==> src/rtl/m2vside_fifo.sv <==
// Stage-2 side-info FIFO: DEPTH records pushed by m2vside1, popped into registered s2_* outputs on block_start.
// One-clock pop latency; no backpressure (push when full drops and flags overflow); optional M2VSIDE_FIFO_BYPASS_EN.
module m2vside_fifo #(
  parameter int MVH_WIDTH  = 16,
  parameter int MVV_WIDTH  = 15,
  parameter int MBX_WIDTH  = 6,
  parameter int MBY_WIDTH  = 5,
  parameter int ADDR_WIDTH = 2
) (
  input  logic                  clk,
  input  logic                  reset_n,
  input  logic [MVH_WIDTH-1:0]  s1_mv_h,
  input  logic [MVV_WIDTH-1:0]  s1_mv_v,
  input  logic [MBX_WIDTH-1:0]  s1_mb_x,
  input  logic [MBY_WIDTH-1:0]  s1_mb_y,
  input  logic                  s1_mb_intra,
  input  logic [2:0]            s1_block,
  input  logic                  s1_coded,
  input  logic                  s1_push,
  input  logic                  block_start,
  input  logic                  flush,
  output logic [MVH_WIDTH-1:0]  s2_mv_h,
  output logic [MVV_WIDTH-1:0]  s2_mv_v,
  output logic [MBX_WIDTH-1:0]  s2_mb_x,
  output logic [MBY_WIDTH-1:0]  s2_mb_y,
  output logic                  s2_mb_intra,
  output logic [2:0]            s2_block,
  output logic                  s2_coded,
  output logic                  s2_enable,
  output logic                  full,
  output logic                  empty,
  output logic [ADDR_WIDTH:0]   count,
  output logic                  overflow,
  output logic                  underflow
);

  localparam int DEPTH = 2 ** ADDR_WIDTH;
  localparam logic [ADDR_WIDTH:0] FULL_CNT = {1'b1, {ADDR_WIDTH{1'b0}}};

  typedef struct packed {
    logic [MVH_WIDTH-1:0] mv_h;
    logic [MVV_WIDTH-1:0] mv_v;
    logic [MBX_WIDTH-1:0] mb_x;
    logic [MBY_WIDTH-1:0] mb_y;
    logic                 mb_intra;
    logic [2:0]           block;
    logic                 coded;
  } rec_t;

  rec_t                  mem_q [DEPTH];
  rec_t                  mem_d [DEPTH];
  rec_t                  s2_q, s2_d;
  rec_t                  in_rec;
  logic                  s2_enable_q, s2_enable_d;
  logic [ADDR_WIDTH-1:0] wr_ptr_q, wr_ptr_d;
  logic [ADDR_WIDTH-1:0] rd_ptr_q, rd_ptr_d;
  logic [ADDR_WIDTH:0]   count_q, count_d;
  logic                  overflow_q, overflow_d;
  logic                  underflow_q, underflow_d;
  logic                  pop_ok, push_ok, bypass;

  assign in_rec = '{mv_h: s1_mv_h, mv_v: s1_mv_v, mb_x: s1_mb_x, mb_y: s1_mb_y,
                    mb_intra: s1_mb_intra, block: s1_block, coded: s1_coded};

  assign empty = (count_q == '0);
  assign full  = (count_q == FULL_CNT);

`ifdef M2VSIDE_FIFO_BYPASS_EN
  assign bypass = empty & s1_push & block_start;
`else
  assign bypass = 1'b0;
`endif

  // A pop from a full FIFO frees the slot the simultaneous push lands in.
  assign pop_ok  = block_start & ~empty;
  assign push_ok = s1_push & (~full | pop_ok);

  always_comb begin
    mem_d         = mem_q;
    s2_d          = s2_q;
    s2_enable_d   = s2_enable_q;
    wr_ptr_d      = wr_ptr_q;
    rd_ptr_d      = rd_ptr_q;
    count_d       = count_q;
    overflow_d    = overflow_q;
    underflow_d   = underflow_q;
    if (flush) begin
      wr_ptr_d    = '0;
      rd_ptr_d    = '0;
      count_d     = '0;
      s2_enable_d = 1'b0;
      overflow_d  = 1'b0;
      underflow_d = 1'b0;
    end else if (bypass) begin
      s2_d        = in_rec;
      s2_enable_d = 1'b1;
    end else begin
      if (push_ok) begin
        mem_d[wr_ptr_q] = in_rec;
        wr_ptr_d        = wr_ptr_q + 1'b1;
      end else if (s1_push) begin
        overflow_d = 1'b1;
      end
      if (pop_ok) begin
        s2_d        = mem_q[rd_ptr_q];
        s2_enable_d = 1'b1;
        rd_ptr_d    = rd_ptr_q + 1'b1;
      end else if (block_start) begin
        s2_enable_d = 1'b0;
        underflow_d = 1'b1;
      end
      case ({push_ok, pop_ok})
        2'b10:   count_d = count_q + 1'b1;
        2'b01:   count_d = count_q - 1'b1;
        default: count_d = count_q;
      endcase
    end
  end

  always_ff @(posedge clk or negedge reset_n) begin
    if (!reset_n) begin
      for (int i = 0; i < DEPTH; i++) mem_q[i] <= '0;
      s2_q        <= '0;
      s2_enable_q <= 1'b0;
      wr_ptr_q    <= '0;
      rd_ptr_q    <= '0;
      count_q     <= '0;
      overflow_q  <= 1'b0;
      underflow_q <= 1'b0;
    end else begin
      mem_q       <= mem_d;
      s2_q        <= s2_d;
      s2_enable_q <= s2_enable_d;
      wr_ptr_q    <= wr_ptr_d;
      rd_ptr_q    <= rd_ptr_d;
      count_q     <= count_d;
      overflow_q  <= overflow_d;
      underflow_q <= underflow_d;
    end
  end

  assign s2_mv_h     = s2_q.mv_h;
  assign s2_mv_v     = s2_q.mv_v;
  assign s2_mb_x     = s2_q.mb_x;
  assign s2_mb_y     = s2_q.mb_y;
  assign s2_mb_intra = s2_q.mb_intra;
  assign s2_block    = s2_q.block;
  assign s2_coded    = s2_q.coded;
  assign s2_enable   = s2_enable_q;
  assign count       = count_q;
  assign overflow    = overflow_q;
  assign underflow   = underflow_q;

endmodule
==> config.mk <==
export PLATFORM = sky130hd
export DESIGN_NAME = m2vside_fifo
export DESIGN_NICKNAME = d
export VERILOG_FILES = /design/src/rtl/m2vside_fifo.sv
export SDC_FILE = /design/constraint.sdc
export NUM_CORES = 1
export LEC_CHECK = 0
export CAP_MARGIN = 20
export CORE_UTILIZATION = 40
export CTS_CLUSTER_SIZE = 30
export DETAILED_ROUTE_END_ITERATION = 8
export PLACE_DENSITY = 0.68
export SLEW_MARGIN = 20
export SYNTH_ARGS = -nofsm -noshare
export SYNTH_HDL_FRONTEND = slang
export SYNTH_SLANG_ARGS = --single-unit
==> constraint.sdc <==
create_clock -name clk -period 4.15 [get_ports clk]
set_clock_uncertainty 0.15 [all_clocks]
set_input_delay 0.6225 -clock clk [delete_from_list [all_inputs] [get_ports clk]]
set_output_delay 0.6225 -clock clk [all_outputs]
set_load 0.01 [all_outputs]
**Word level (Yosys, flattened, before mapping)**

Cells that the tools add are included.

- Flip-flop bits (word level): 245

- Reduce and logical (&&, ||, !) cells: 12
- Eq/ne operators: 5
- Bitwise operators: 8
- Multiplexer cells: 21
- Order comparisons: 3
- Add/subtract/negate cells: 4

Operator list:

| kind | count |
|---|---|
| $bwmux 188 | 1 |
| $mux 47 | 3 |
| $bmux 47 s2 | 1 |
| $demux 47 s2 | 1 |
| $mux 1 | 9 |
| $mux 2 | 4 |
| $reduce_and 2->1 | 4 |
| $reduce_bool 2->1 | 4 |
| $ge 3x3->1 const B | 2 |
| $not 2->3 | 2 |
| $pmux 3 s2 | 1 |
| $reduce_bool 3->1 | 2 |
| $add 2x1->2 const B | 2 |
| $ne 2x2->1 const B | 2 |
| $add 3x1->3 const B | 1 |
| $eq 3x3->1 const B | 1 |
| $logic_not 3->1 | 1 |
| $lt 3x1->1 const B | 1 |
| $mux 3 | 1 |
| $not 1->1 | 3 |
| $sub 3x1->3 const B | 1 |
| $and 1x1->1 | 2 |
| $eq 2x1->1 const B | 1 |
| $eq 2x2->1 const B | 1 |
| other kinds (2) | 2 |

**Logic depth before layout (Yosys ltp)**

Gate-level depths: netlist (run 1).

- Depth after elaboration: 8
- Gate-level depth with buffers: 8
- Mapped depth without buffers: 7

**Least setup slack after synthesis (run 1)**

OpenSTA, ideal clock, no wires.

- Path kind: input port to flip-flop
- Start: input port block_start
- End: register count_q[1] (netlist: count[1])
- Data required time: 3.875 ns
- Data arrival time: 1.931 ns
- Stages: 6
- Buffers on the path: 1
- Setup slack: 1.945 ns
- Cells stage by stage: clkbuf_1 o31ai_1 nor2_1 fa_1 nor2b_1 mux2_2

- Word-level cells in the longest chain between the ends: 6
- Elaborated cells on any way between the ends: 8
- Those cells by class: 2 x eq/ne; 2 x mux; 3 x bitwise; 1 x reduce/logical

Ends and longest elaborated chain:

| what | RTL line | RTL |
|---|---|---|
| from (decl) | 20 | `input logic block_start,` |
| $and 1x1->1 (*) | 75 | `assign pop_ok = block_start & ~empty;` |
| $or 1x1->1 | 76 | `assign push_ok = s1_push & (~full \| pop_ok);` |
| $and 1x1->1 | 76 |  |
| $eq 2x1->1 or $eq 2x2->1 (tied branches) | 112 | `case ({push_ok, pop_ok})` |
| $pmux 3 s2 | 112 |  |
| $mux 3 | 87 | `if (flush) begin` |
| to (signal assigned) | 136 | `count_q <= count_d;` |
| to (decl) | 57 | `logic [ADDR_WIDTH:0] count_q, count_d;` |

Every way passes the cells marked *; elsewhere a longest branch is shown, timed or not.
A chain may end at the register's enable or synchronous reset.

**Worst setup path after layout (run 1)**

- Start: register count_q[0] (netlist: count[0])
- End: output port empty

- Word-level cells in the longest chain between the ends: 1

Ends and longest elaborated chain:

| what | RTL line | RTL |
|---|---|---|
| $logic_not 3->1 | 65 | `assign empty = (count_q == '0);` |
| to (decl) | 31 | `output logic empty,` |

No other way between the ends.

==> flow_summary.ini, run 1 <==
[outcome]
status = finished, final reports clean

[layout]
instances_no_fill = 1071
syn2layout_area_growth_pct = 21.7
drive_gt1_share_pct = 45.5
multi_input_area_um2 = 4080
register_area_um2 = 6140
final_net_count = 779
fillers = 2078

[global_routing]
track_usage_pct = 16.7
grt_pass1_wl_mm = 34.9
grt_pass1_vias = 6429
grtUsageMet3_pct = 3.46
grt_overflow = 0
use_met1_pct = 21.2
grt_max_degree = 124
antenna_found_initial = 2
use_met2_pct = 29.3
top_usage_layer = met2

[floorplan]
initial_core_util_pct = 41.3
die_w_um = 164
pin_count = 107
die_h_um = 164
num_rows = 58
dieArea_um2 = 26900
core_area_um2 = 25500

[yosys]
synthTopCellsByCount = 245 x dfrtp_1, 224 x mux2_2, 47 x mux4_2, 16 x buf_6, 13 x mux2_1
netlist_area_um2 = 10500
syn-num-nets = 673
yosys_warnings = 0
yosys.area.top_type = dfrtp_1
synth.area.top_cells = dfrtp_1 58%, mux2_2 24%, mux4_2 10%, buf_6 1.7%, mux2_1 1.4%
post-synth-top-count-cell = dfrtp_1
synth-compound-area-share_pct = 0.655
muxShareOfSynthArea_pct = 35.6
async_flop_share_pct = 100
synth_cell_types = 34
synth_top_family_by_area = multiplexers
yosysSeqAreaShare_pct = 58.3
synth_seq_cells = 245
syn_inst = 616
synth_edf_count = 0
yosys.area_share.simple_pct = 1.55
avgSynthCellArea_um2 = 17.1
synth_top_cell_area_share_pct = 58.3
ys.flop_type = dfrtp_1
synthAdderAreaFrac_pct = 0.667
synthXorXnorAreaFrac_pct = 0.250

[clock_network]
cts_sinks = 245
htree_num_levels = 1
clock_path_buffers = 3
clk_latency_ns = 0.51
hold_buffers = 0
root_buffer = clkbuf_16
cts_tree = done
numCtsBuffers = 27
cts.clk_slew.worst_paths_ns = 0.06
ctsResizeCount = 0
post-cts-setup-buffer-count = 0

[sta]
fin_setup_tns_ns = 0
setup_violations = 0
hold_viol_final = 0
timing.hold.ws_ns = 0.0286
rsz0062_at_grt = false
period_needed_ns = 2.89
finalCritPeriodShare_pct = 69.7
worst_slew_pin_slew_ns = 0.945
fmax_mhz = 346
setup_ws_ns = 1.26
drv_slew = 0
maxSlewHeadroom_pct = 37.0

[worst_setup_path]
regToRegSetupSlack_ns = 1.79
arrival_ns = 2.12
critPathMaxFanout = 9
r2r_cells = 5
startpoint_type = flop
slowest_delay_ns = 0.55
crit_slowest_cell = clkdlybuf4s50_1
crit_chain = or3_4 -> inv_2 -> clkdlybuf4s50_1
endpoint_kind = primary output
worstSetupPathType = reg -> out
critPathRequiredTime_ns = 3.38

[route]
via_per_inst = 5.22
drt_iter0_drc = 223
ant_nets = 0
drc = 0
routed_wirelength_mm = 21.3
drt_pass1_iterations = 4
vias = 5586
wl_per_cell_um = 19.9

[pwr]
p_leak_nw = 5.50
powerDensity_nw_per_um2 = 696
total_power_mw = 8.91
ir_drop_mv = 0.326

[place]
hpwl_mm = 12.8
port_buffers = 106
place_inst = 1022
dp_slack_ns = 1.10
place_congestion = 0.731

[run]
max_cap_viol_count = 0

[worst_hold_path]
hp-class = in -> async
==> worst max-delay path, delay by kind of cell (launching register included) <==
kind	cells	cell delay [ns]
buffers and inverters	2	0.66
flip-flops	1	0.50
AND/OR/NAND/NOR	1	0.44
==> registers in the layout, indices dropped and copies added (netlist names) <==
signal / cells
s2_mb_x: 6
s2_mv_h: 16
overflow: 1
s2_mb_y: 5
mem_q: 188
wr_ptr_q: 2
count: 3
s2_mv_v: 15
s2_mb_intra: 1
s2_block: 3
underflow: 1
s2_coded: 1
rd_ptr_q: 2
s2_enable: 1
==> power breakdown <==
part	switching [mW]	internal, mW	total [mW]	leakage [nW]
clock network	0.915	1.52	2.43	0.462
registers	0.573	3.34	3.91	3.04
logic	0.847	1.72	2.56	1.99
total	2.34	6.57	8.91	5.50
==> metal layers <==
layer  wire (um)  vias to the layer above
met2       10800                       93
met4         271                        0
met3        1000                       20
li1            -                     2483
met1        9170                     2990
met5           0                        -
==> final cells by class <==
cell class | instances | area share, %
Sequential cell | 245 | 48.0
Multi-Input combinational cell | 329 | 31.9
Timing Repair Buffer | 116 | 9.57
Clock buffer | 38 | 6.23
Tap cell | 330 | 3.23
Clock inverter | 9 | 0.988
Inverter | 3 | 0.0880
Antenna cell | 1 | 0.0196
==> through the flow <==
step / utilization [%] / cell area (um^2)
detailed placement: 46.5 / 11800
CTS: 50.1 / 12800
global placement: 46.5 / 11800
global route: 50.2 / 12800
finish: 50.2 / 12800
floorplan: - / 10500
==> cell families after synthesis <==
family                     Yosys count
and+or+nand+nor                     25
muxes                              285
DFF                                245
xor gates and xnor gates             3
buffers and inverters               42
adders and majority gates            5
AOI/OAI and AO/OA                   11
==> final timing paths <==
path	from	to
max	count[0]	empty
min	reset_n	s2_mv_v[1]
max reg2reg	count[0]	s2_mv_h[3]
min reg2reg	mem_q[98]	mem_q[98]
max in group asynchronous	reset_n	s2_mb_intra
min in group clk	mem_q[98]	mem_q[98]
==> cell usage in the layout, fill, tap and decap left out, types with 3 or more instances in the layout <==
cell,netlist,routed
clkbuf_8,0,8
mux2_2,224,224
dfrtp_1,245,243
clkdlybuf4s50_1,0,105
buf_4,6,4
a21oi_1,4,4
mux2_1,13,13
clkbuf_16,0,27
ha_1,4,4
clkinv_2,0,5
mux4_2,47,47
nor2_1,10,10
clkbuf_1,6,3
nand2_2,0,4
bufinv_16,0,3
buf_12,0,5
No activity file was read; power rests on OpenSTA's default activity.
==> run 2, diff against run 1 <==
Clock period 4.15 ns to 2.8 ns, I/O delays scaled along.
==> run 2 against run 1 <==
Compared with the run above:
- worst hold slack improved by 0.31 ns
- wire length rose by 2.7%
- first-iteration DRC count rose by 4.9%
- via count rose by 1.5%
- global-route usage rose by 0.39 points
- register-to-register slack got worse by 1.4 ns
- critical endpoint unchanged
==> flow_summary.ini, run 2 (synthesis results as in run 1) <==
[sta]
maxSlewHeadroom_pct = 51.7
timing.hold.ws_ns = 0.337
period_needed_ns = 2.68
hold_viol_final = 0
worst_slew_pin_slew_ns = 0.724
rsz0062_at_grt = false
finalCritPeriodShare_pct = 95.8
fmax_mhz = 373
setup_violations = 0
fin_setup_tns_ns = 0
drv_slew = 0

[clock_network]
htree_num_levels = 1
ctsResizeCount = 0
cts.clk_slew.worst_paths_ns = 0.06
cts_sinks = 245
post-cts-setup-buffer-count = 0
clock_path_buffers = 3
numCtsBuffers = 27
cts_tree = done
root_buffer = clkbuf_16
clk_latency_ns = 0.51

[worst_setup_path]
startpoint_type = flop
critPathMaxFanout = 9
worstSetupPathType = reg -> out
endpoint_kind = primary output
critPathRequiredTime_ns = 2.23
arrival_ns = 2.11

[floorplan]
dieArea_um2 = 26900
core_area_um2 = 25500
pin_count = 107
num_rows = 58
die_h_um = 164
initial_core_util_pct = 41.3
die_w_um = 164

[pwr]
p_leak_nw = 5.58
p_switching_mw = 3.48
seq_power_share_pct = 43.6
clock_power_share_pct = 26.7
total_power_mw = 13.2
comb_power_share_pct = 29.7
ir_drop_mv = 0.460
powerDensity_nw_per_um2 = 1020
p_sw_share_pct = 26.4
power.internal_mw = 9.72

[route]
wl_per_cell_um = 20.1
via_per_inst = 5.23
drc = 0
routed_wirelength_mm = 21.8
drt_iter0_drc = 234
vias = 5670
drt_pass1_iterations = 4
ant_nets = 0

[layout]
stdcell_area_um2 = 13000
drive_gt1_share_pct = 45.8
syn2layout_area_growth_pct = 23.4
largest_reg_flops = 188
final_cell_mix = 243 x dfrtp_1, 224 x mux2_2, 105 x clkdlybuf4s50_1
regMostFlops = mem_q
fillers = 2062
layout_commonest_cell = dfrtp_1
final_net_count = 791

[outcome]
status = finished, final reports clean

[run]
max_cap_viol_count = 0

[global_routing]
antenna_found_initial = 1
grt_max_degree = 91
grt_pass1_wl_mm = 35.7
grtUsageMet3_pct = 2.90
grt_overflow = 0
track_usage_pct = 17.1
top_usage_layer = met2
use_met1_pct = 22.4
grt_pass1_vias = 6529
use_met2_pct = 29.5

[worst_hold_path]
hp-class = reg -> reg

[place]
port_buffers = 106
hpwl_mm = 14.1
dpl_cell_area_um2 = 12100
place_congestion = 0.695
==> run 2: final timing paths <==
kind                       startpoint     endpoint  slack [ns]  cells past startpoint
setup reg to reg             count[0]     count[2]        0.40                      7
max in group asynchronous     reset_n  rd_ptr_q[0]        1.37                      3
hold / removal             mem_q[101]   mem_q[101]        0.34                      1
hold reg to reg            mem_q[101]   mem_q[101]        0.34                      1
min in group asynchronous     reset_n   s2_mv_v[1]        0.36                      2
setup / recovery             count[0]        empty        0.12                      3
==> run 2: worst max-delay path, cell delays in order, from the launching register on <==
cell and delay, ns:
dfrtp_1 0.50, or3_4 0.44, inv_2 0.11, clkdlybuf4s50_1 0.54
==> run 2: layout make-up <==
cell class / instances / area, um^2 / share of cell area [%]
Multi-Input combinational cell: 329 / 4080 / 31.5
Clock inverter: 5 / 75.1 / 0.579
Inverter: 3 / 11.3 / 0.0868
Clock buffer: 44 / 830 / 6.40
Sequential cell: 245 / 6140 / 47.3
Timing Repair Buffer: 128 / 1420 / 11.0
Tap cell: 330 / 413 / 3.18
Antenna cell: 1 / 2.50 / 0.0193
==> run 2: repair_timing <==
item | CTS | global route
hold endpoints to repair | 85 | 0
hold buffers | 1 | 0
endpoints found under the setup margin | 0 | 0
==> run 2: per-layer routing <==
metal / vias to the layer above / wire length, um
li1: 2515 / -
met1: 3021 / 9400
met2: 106 / 11000
met3: 28 / 1020
met4: 0 / 381
met5: - / 0
==> run 2: stage by stage <==
step / worst slack (ns) / instances / util, %
4_1_cts: 0.0794 / 1084 / 50.9
5_1_grt: 0.0326 / 1084 / 50.9
3_5_place_dp: 0.200 / 1034 / 47.3
3_3_place_gp: 0.330 / 1034 / 47.3
6_report: 0.118 / 1085 / 50.9
2_1_floorplan: 0.671 / 616 / -
==> run 2: power by group through the flow <==
stage          logic [mW]  registers, mW  clock network (mW)
3_5_place_dp         3.97           5.84                   0
3_3_place_gp         3.83           5.71                   0
4_1_cts              4.00           5.79                3.63
6_report             3.92           5.76                3.52
5_1_grt              4.23           5.96                3.77
2_1_floorplan        2.46           5.67                   0
